File: config.mk
export PLATFORM = sky130hd
export DESIGN_NAME = bw_clk_gl_seq
export DESIGN_NICKNAME = d
export VERILOG_FILES = /design/src/rtl/bw_clk_gl_pkg.sv /design/src/rtl/bw_clk_gl_seq_tmr.sv /design/src/rtl/bw_clk_gl_seq.sv
export SDC_FILE = /design/constraint.sdc
export NUM_CORES = 1
export LEC_CHECK = 0
export BUFFER_PORTS_ARGS = -buffer_cell sky130_fd_sc_hd__buf_2
export CORE_UTILIZATION = 29
export DETAILED_ROUTE_END_ITERATION = 16
export GPL_TIMING_DRIVEN = 0
export PLACE_DENSITY = 0.45
export SKIP_CTS_REPAIR_TIMING = 1
export SLEW_MARGIN = 10
export SYNTH_ARGS = -nofsm -noshare
export SYNTH_HDL_FRONTEND = slang
export SYNTH_HIERARCHICAL = 1
export SYNTH_SLANG_ARGS = --single-unit
export TNS_END_PERCENT = 20
File: constraint.sdc
create_clock -name gclk -period 3.2 [get_ports gclk]
set_clock_uncertainty 0.15 [all_clocks]
set_input_delay 0.32 -clock gclk [delete_from_list [all_inputs] [get_ports gclk]]
set_output_delay 0.32 -clock gclk [all_outputs]
set_load 0.005 [all_outputs]
File: src/rtl/bw_clk_gl_pkg.sv
// Shared types and constants for the clock-grid column enable sequencer.
// Optional feature macro: BW_CLK_GL_SEQ_MASK_EN (per-column skip mask).
package bw_clk_gl_pkg;

    localparam int NUM_COL = 4;
    localparam int NUM_DOM = 3;
    localparam int GAP_W   = 4;
    localparam int COL_W   = $clog2(NUM_COL);

    // Bit positions inside dom_sel and the internal per-domain enable set
    localparam int DOM_CMP  = 0;
    localparam int DOM_DDR  = 1;
    localparam int DOM_JBUS = 2;

    localparam logic [COL_W-1:0] COL_FIRST = '0;
    localparam logic [COL_W-1:0] COL_LAST  = COL_W'(NUM_COL - 1);

    typedef enum logic [1:0] {
        ST_IDLE    = 2'd0,
        ST_RAMP_UP = 2'd1,
        ST_RAMP_DN = 2'd2,
        ST_FINISH  = 2'd3
    } state_t;

endpackage

File: src/rtl/bw_clk_gl_seq_tmr.sv
// Inter-column gap timer: loads G, counts down to zero, flags the last cycle of a step.
// Unaffected by BW_CLK_GL_SEQ_MASK_EN.
module bw_clk_gl_seq_tmr
    import bw_clk_gl_pkg::*;
(
    input  logic             gclk,
    input  logic             rst,
    input  logic             load,
    input  logic [GAP_W-1:0] load_val,
    output logic             expired
);

    logic [GAP_W-1:0] cnt_reg;

    // Saturates at zero so the count can never wrap inside a step
    always_ff @(posedge gclk) begin
        if (rst) begin
            cnt_reg <= '0;
        end else if (load) begin
            cnt_reg <= load_val;
        end else if (cnt_reg != '0) begin
            cnt_reg <= cnt_reg - 1'b1;
        end
    end

    assign expired = (cnt_reg == '0);

endmodule

File: src/rtl/bw_clk_gl_seq.sv
// Column clock-enable ramp sequencer for the cmp/ddr/jbus grid domains.
// Define BW_CLK_GL_SEQ_MASK_EN to add the col_mask skip input.
module bw_clk_gl_seq
    import bw_clk_gl_pkg::*;
(
    input  logic               gclk,
    input  logic               rst,
    input  logic               start_req,
    input  logic               stop_req,
    input  logic [NUM_DOM-1:0] dom_sel,
    input  logic [GAP_W-1:0]   gap_cfg,
`ifdef BW_CLK_GL_SEQ_MASK_EN
    input  logic [NUM_COL-1:0] col_mask,
`endif
    output logic [NUM_COL-1:0] col_en_cmp,
    output logic [NUM_COL-1:0] col_en_ddr,
    output logic [NUM_COL-1:0] col_en_jbus,
    output logic               busy,
    output logic               done,
    output logic               err
);

    state_t             state_reg, state_next;
    logic [COL_W-1:0]   col_idx_reg, col_idx_next;
    logic [NUM_DOM-1:0] dom_reg, dom_next;
    logic [GAP_W-1:0]   gap_reg, gap_next;
    logic [NUM_COL-1:0] mask_reg, mask_next;
    logic               err_reg, err_next;
    logic [NUM_COL-1:0] mask_in;

    logic               tmr_load;
    logic [GAP_W-1:0]   tmr_val;
    logic               tmr_expired;

    // One enable update per step, applied on the edge that opens the step
    logic               apply_vld;
    logic               apply_set;
    logic [COL_W-1:0]   apply_col;
    logic [NUM_DOM-1:0] apply_dom;
    logic [NUM_COL-1:0] apply_mask;

`ifdef BW_CLK_GL_SEQ_MASK_EN
    assign mask_in = col_mask;
`else
    assign mask_in = '0;
`endif

    bw_clk_gl_seq_tmr u_tmr (
        .gclk     (gclk),
        .rst      (rst),
        .load     (tmr_load),
        .load_val (tmr_val),
        .expired  (tmr_expired)
    );

    always_comb begin
        state_next   = state_reg;
        col_idx_next = col_idx_reg;
        dom_next     = dom_reg;
        gap_next     = gap_reg;
        mask_next    = mask_reg;
        err_next     = err_reg;
        tmr_load     = 1'b0;
        tmr_val      = gap_reg;
        apply_vld    = 1'b0;
        apply_set    = 1'b0;
        apply_col    = col_idx_reg;
        apply_dom    = dom_reg;
        apply_mask   = mask_reg;
        case (state_reg)
            ST_IDLE: begin
                if (start_req && stop_req) begin
                    err_next = 1'b1;
                end else if (start_req || stop_req) begin
                    state_next   = start_req ? ST_RAMP_UP : ST_RAMP_DN;
                    col_idx_next = start_req ? COL_FIRST : COL_LAST;
                    dom_next     = dom_sel;
                    gap_next     = gap_cfg;
                    mask_next    = mask_in;
                    tmr_load     = 1'b1;
                    tmr_val      = gap_cfg;
                    apply_vld    = 1'b1;
                    apply_set    = start_req;
                    apply_col    = col_idx_next;
                    apply_dom    = dom_sel;
                    apply_mask   = mask_in;
                end
            end
            ST_RAMP_UP, ST_RAMP_DN: begin
                if (start_req || stop_req) begin
                    err_next = 1'b1;
                end
                if (tmr_expired) begin
                    if (col_idx_reg == ((state_reg == ST_RAMP_UP) ? COL_LAST : COL_FIRST)) begin
                        state_next = ST_FINISH;
                    end else begin
                        col_idx_next = (state_reg == ST_RAMP_UP) ? col_idx_reg + 1'b1
                                                                 : col_idx_reg - 1'b1;
                        tmr_load     = 1'b1;
                        apply_vld    = 1'b1;
                        apply_set    = (state_reg == ST_RAMP_UP);
                        apply_col    = col_idx_next;
                    end
                end
            end
            default: begin
                state_next = ST_IDLE;
            end
        endcase
    end

    always_ff @(posedge gclk) begin
        if (rst) begin
            state_reg   <= ST_IDLE;
            col_idx_reg <= '0;
            dom_reg     <= '0;
            gap_reg     <= '0;
            mask_reg    <= '0;
            err_reg     <= 1'b0;
        end else begin
            state_reg   <= state_next;
            col_idx_reg <= col_idx_next;
            dom_reg     <= dom_next;
            gap_reg     <= gap_next;
            mask_reg    <= mask_next;
            err_reg     <= err_next;
        end
    end

    for (genvar gi = 0; gi < NUM_DOM; gi++) begin : g_dom
        logic [NUM_COL-1:0] en_reg;

        always_ff @(posedge gclk) begin
            if (rst) begin
                en_reg <= '0;
            end else if (apply_vld && apply_dom[gi] && !apply_mask[apply_col]) begin
                en_reg[apply_col] <= apply_set;
            end
        end
    end

    assign col_en_cmp  = g_dom[DOM_CMP].en_reg;
    assign col_en_ddr  = g_dom[DOM_DDR].en_reg;
    assign col_en_jbus = g_dom[DOM_JBUS].en_reg;
    assign busy        = (state_reg == ST_RAMP_UP) || (state_reg == ST_RAMP_DN);
    assign done        = (state_reg == ST_FINISH);
    assign err         = err_reg;

endmodule

==> metrics.md <==
| Metric | Value |
|---|---|
| Port bufs | `25` |
| WP data required | `3.26 ns` |
| Post-synthesis cell area | `1810 µm²` |
| WS Path Type | `reg2reg` |
| Drt wl/cell | `13.1 µm` |
| Hold Startpoint | `gap_cfg[2]` |
| Synth top area share | `35.4%` |
| Post-Syn Area per Cell | `8.92 µm²` |
| Max Slew Vio Count | `0` |
| Syn Nets | `223` |
| Final Cycle Share | `85.6%` |
| Die W | `81.0 µm` |
| Fillers | `624` |
| Worst min path class | `in2reg` |
| Congestion Overflow GR | `0` |
| CTS Buffer Depth | `2` |
| R2r setup slk | `0.46 ns` |
| Starting density of the core | `30.2%` |
| Primary FF master, synth | `dfxtp_1` |
| Total Nets Final | `255` |
| Fmax | `365 MHz` |
| Crit Reg-Reg Endpoint | `col_en_jbus[0]` |
| Synth cell types | `45` |
| DP Wirelength | `3.05 mm` |
| Setup TNS | `0 ns` |
| Number of global-route vias before repair | `1376` |
| FP Rows | `28` |
| Vias per Instance | `4.71` |
| Placed Area | `2030 µm²` |
| Syn Inst Count | `203` |
| Register area share after synthesis | `35.4%` |
| Final Hold Viols | `0` |
| Share of cells above drive strength 1 | `21.6%` |
| Post-synth EDFFs | `0` |
| CTS tree | `yes` |
| Synth Register Bits | `32` |
| Arrival time of the worst setup path | `2.80 ns` |
| Status | `finished clean` |
| Area Overhead vs Synth | `17.3%` |
| Die height | `81.0 µm` |
| Die area | `6570 µm²` |
| Clock slew at reported path FFs | `0.07 ns` |
| Worst-Margin Slew | `0.597 ns` |
| Crit-path max FO | `8` |
| Final min period | `2.74 ns` |
| Skew-Pair Late Insertion Delay | `0.28 ns` |
| Crit path from | `u_tmr/cnt_reg[0]` |
| DR vias | `1464` |
| Root Buffer | `clkbuf_8` |
| Initial DRC count | `81` |
| Rel. slew slack | `60.2%` |
| CTS buffer count | `5` |
| Initial antenna violation count | `0` |
| N_diodes | `0` |
| Critical path endpoint | `col_en_jbus[0]` |
| Worst IR Drop VDD | `0.335 mV` |
| Max H-tree Level | `2` |
| CP endpoint kind | `flop` |
| DRC errors left | `0` |
| Core area | `5990 µm²` |
| Synth async-reset ratio | `0%` |
| Reg-to-reg startpoint | `u_tmr/cnt_reg[0]` |
| Routed Antenna Nets | `0` |
| Final Cell Area | `2120 µm²` |
| RSZ-0062 raised after global routing | `false` |
| Largest net degree at the start of global routing | `14` |
| Most common cell in the netlist | `dfxtp_1` |
| IO Pins | `26` |
| Critical Path Source Type | `flop` |
| Routability cong. | `0.713` |
| Dominant cell type by area after synthesis | `dfxtp_1` |
| Total wire length | `4.08 mm` |
| Reg2reg path depth | `8` |
| Pwr/cell area | `852 nW/µm²` |
| Synth Warn # | `6` |
| Clk sinks | `32` |
| Total GRT Usage | `14.3%` |
| Largest cells by area after synthesis | `dfxtp_1 35%, mux2i_1 10%, nand2_1 6.4%, ha_1 5.5%, nand2b_1 4.1%` |
| Finish-stage setup viols | `0` |
| Leak | `0.921 nW` |
| Maxcap violations | `0` |
| Global-route wire length before repair | `6.87 mm` |
| DRT Pass-1 Iters | `4` |
| Commonest cells in the netlist | `32 x dfxtp_1, 31 x nand2_1, 19 x mux2i_1` |
==> worst max-delay path, cell delays in order, from the launching register on <==
cell	delay, ns
dfxtp_1	0.32
inv_1	0.09
ha_1	0.19
nor3b_4	0.38
nand2_1	0.25
o41ai_4	0.46
nand3_1	0.23
nor4_1	0.37
mux2i_1	0.22
==> area by class of cell <==
type / instances / area [µm²] / area share, %
timing repair buffer: 25 / 125 / 5.89
inverter: 12 / 45.0 / 2.12
clock buffer: 7 / 86.3 / 4.06
sequential: 32 / 641 / 30.2
tap: 75 / 93.8 / 4.42
clock inverter: 1 / 7.51 / 0.353
buffer: 9 / 60.1 / 2.83
multi-input combinational: 150 / 1070 / 50.2
==> worst min-delay path by stage <==
stage                                  end  slack (ns)  cells after the start
final                           gap_reg[2]        0.20                      4
after global routing            gap_reg[2]        0.23                      4
after CTS                       gap_reg[2]        0.20                      4
after detailed placement       mask_reg[2]        0.29                      1
after global placement                 err        0.28                      2
after floorplan           u_tmr/cnt_reg[2]        0.25                      1
==> per-layer routing <==
layer  global-route usage [%]  vias up  part of all wire, %
met5                        0        -                    0
met4                     5.89        0                  1.9
met3                     3.37        8                  2.8
met2                     22.1       22                   45
met1                     18.9      672                   50
li1                         -      762                    -
==> report_power, final <==
group          internal [mW]  switching, mW
clock                  0.175          0.156
sequential             0.466         0.0552
combinational          0.410          0.549
==> placed cells by master, fill, tap and decap left out, types with 2 or more instances in the layout <==
cell | Yosys | final
nor2b_1 | 7 | 7
buf_2 | 2 | 27
nand2_1 | 31 | 31
dfxtp_1 | 32 | 32
nor3_1 | 4 | 4
mux2i_1 | 19 | 19
xnor2_1 | 3 | 3
inv_1 | 12 | 12
and2_1 | 4 | 4
o22ai_1 | 2 | 2
buf_4 | 2 | 2
buf_6 | 2 | 2
ha_1 | 8 | 8
nor2_1 | 11 | 11
o21ai_0 | 3 | 3
nand3_1 | 4 | 4
a21oi_1 | 6 | 6
o31ai_1 | 2 | 2
clkbuf_8 | 0 | 6
clkbuf_1 | 2 | 3
nand2b_1 | 12 | 12
nor4_1 | 5 | 5
o211ai_1 | 7 | 7
==> metrics by stage <==
stage	instances	hold slack [ns]	worst slack (ns)	total power [mW]	util, %
after floorplan	203	0.249	0.911	1.29	-
after global placement	303	0.283	0.385	1.50	33.9
after detailed placement	303	0.294	0.449	1.49	33.9
after CTS	311	0.199	0.394	1.84	35.5
after global routing	311	0.228	0.166	1.98	35.5
final	311	0.200	0.462	1.81	35.5
==> cell families after synthesis <==
kind of cell	synth area share (%)
mux	11.1
simple gates	26.9
compound gates	12.7
buf+inv	5.80
flops	35.4
fa+ha+maj	6.63
xor+xnor	1.45
(Power assumes the default switching activity.)
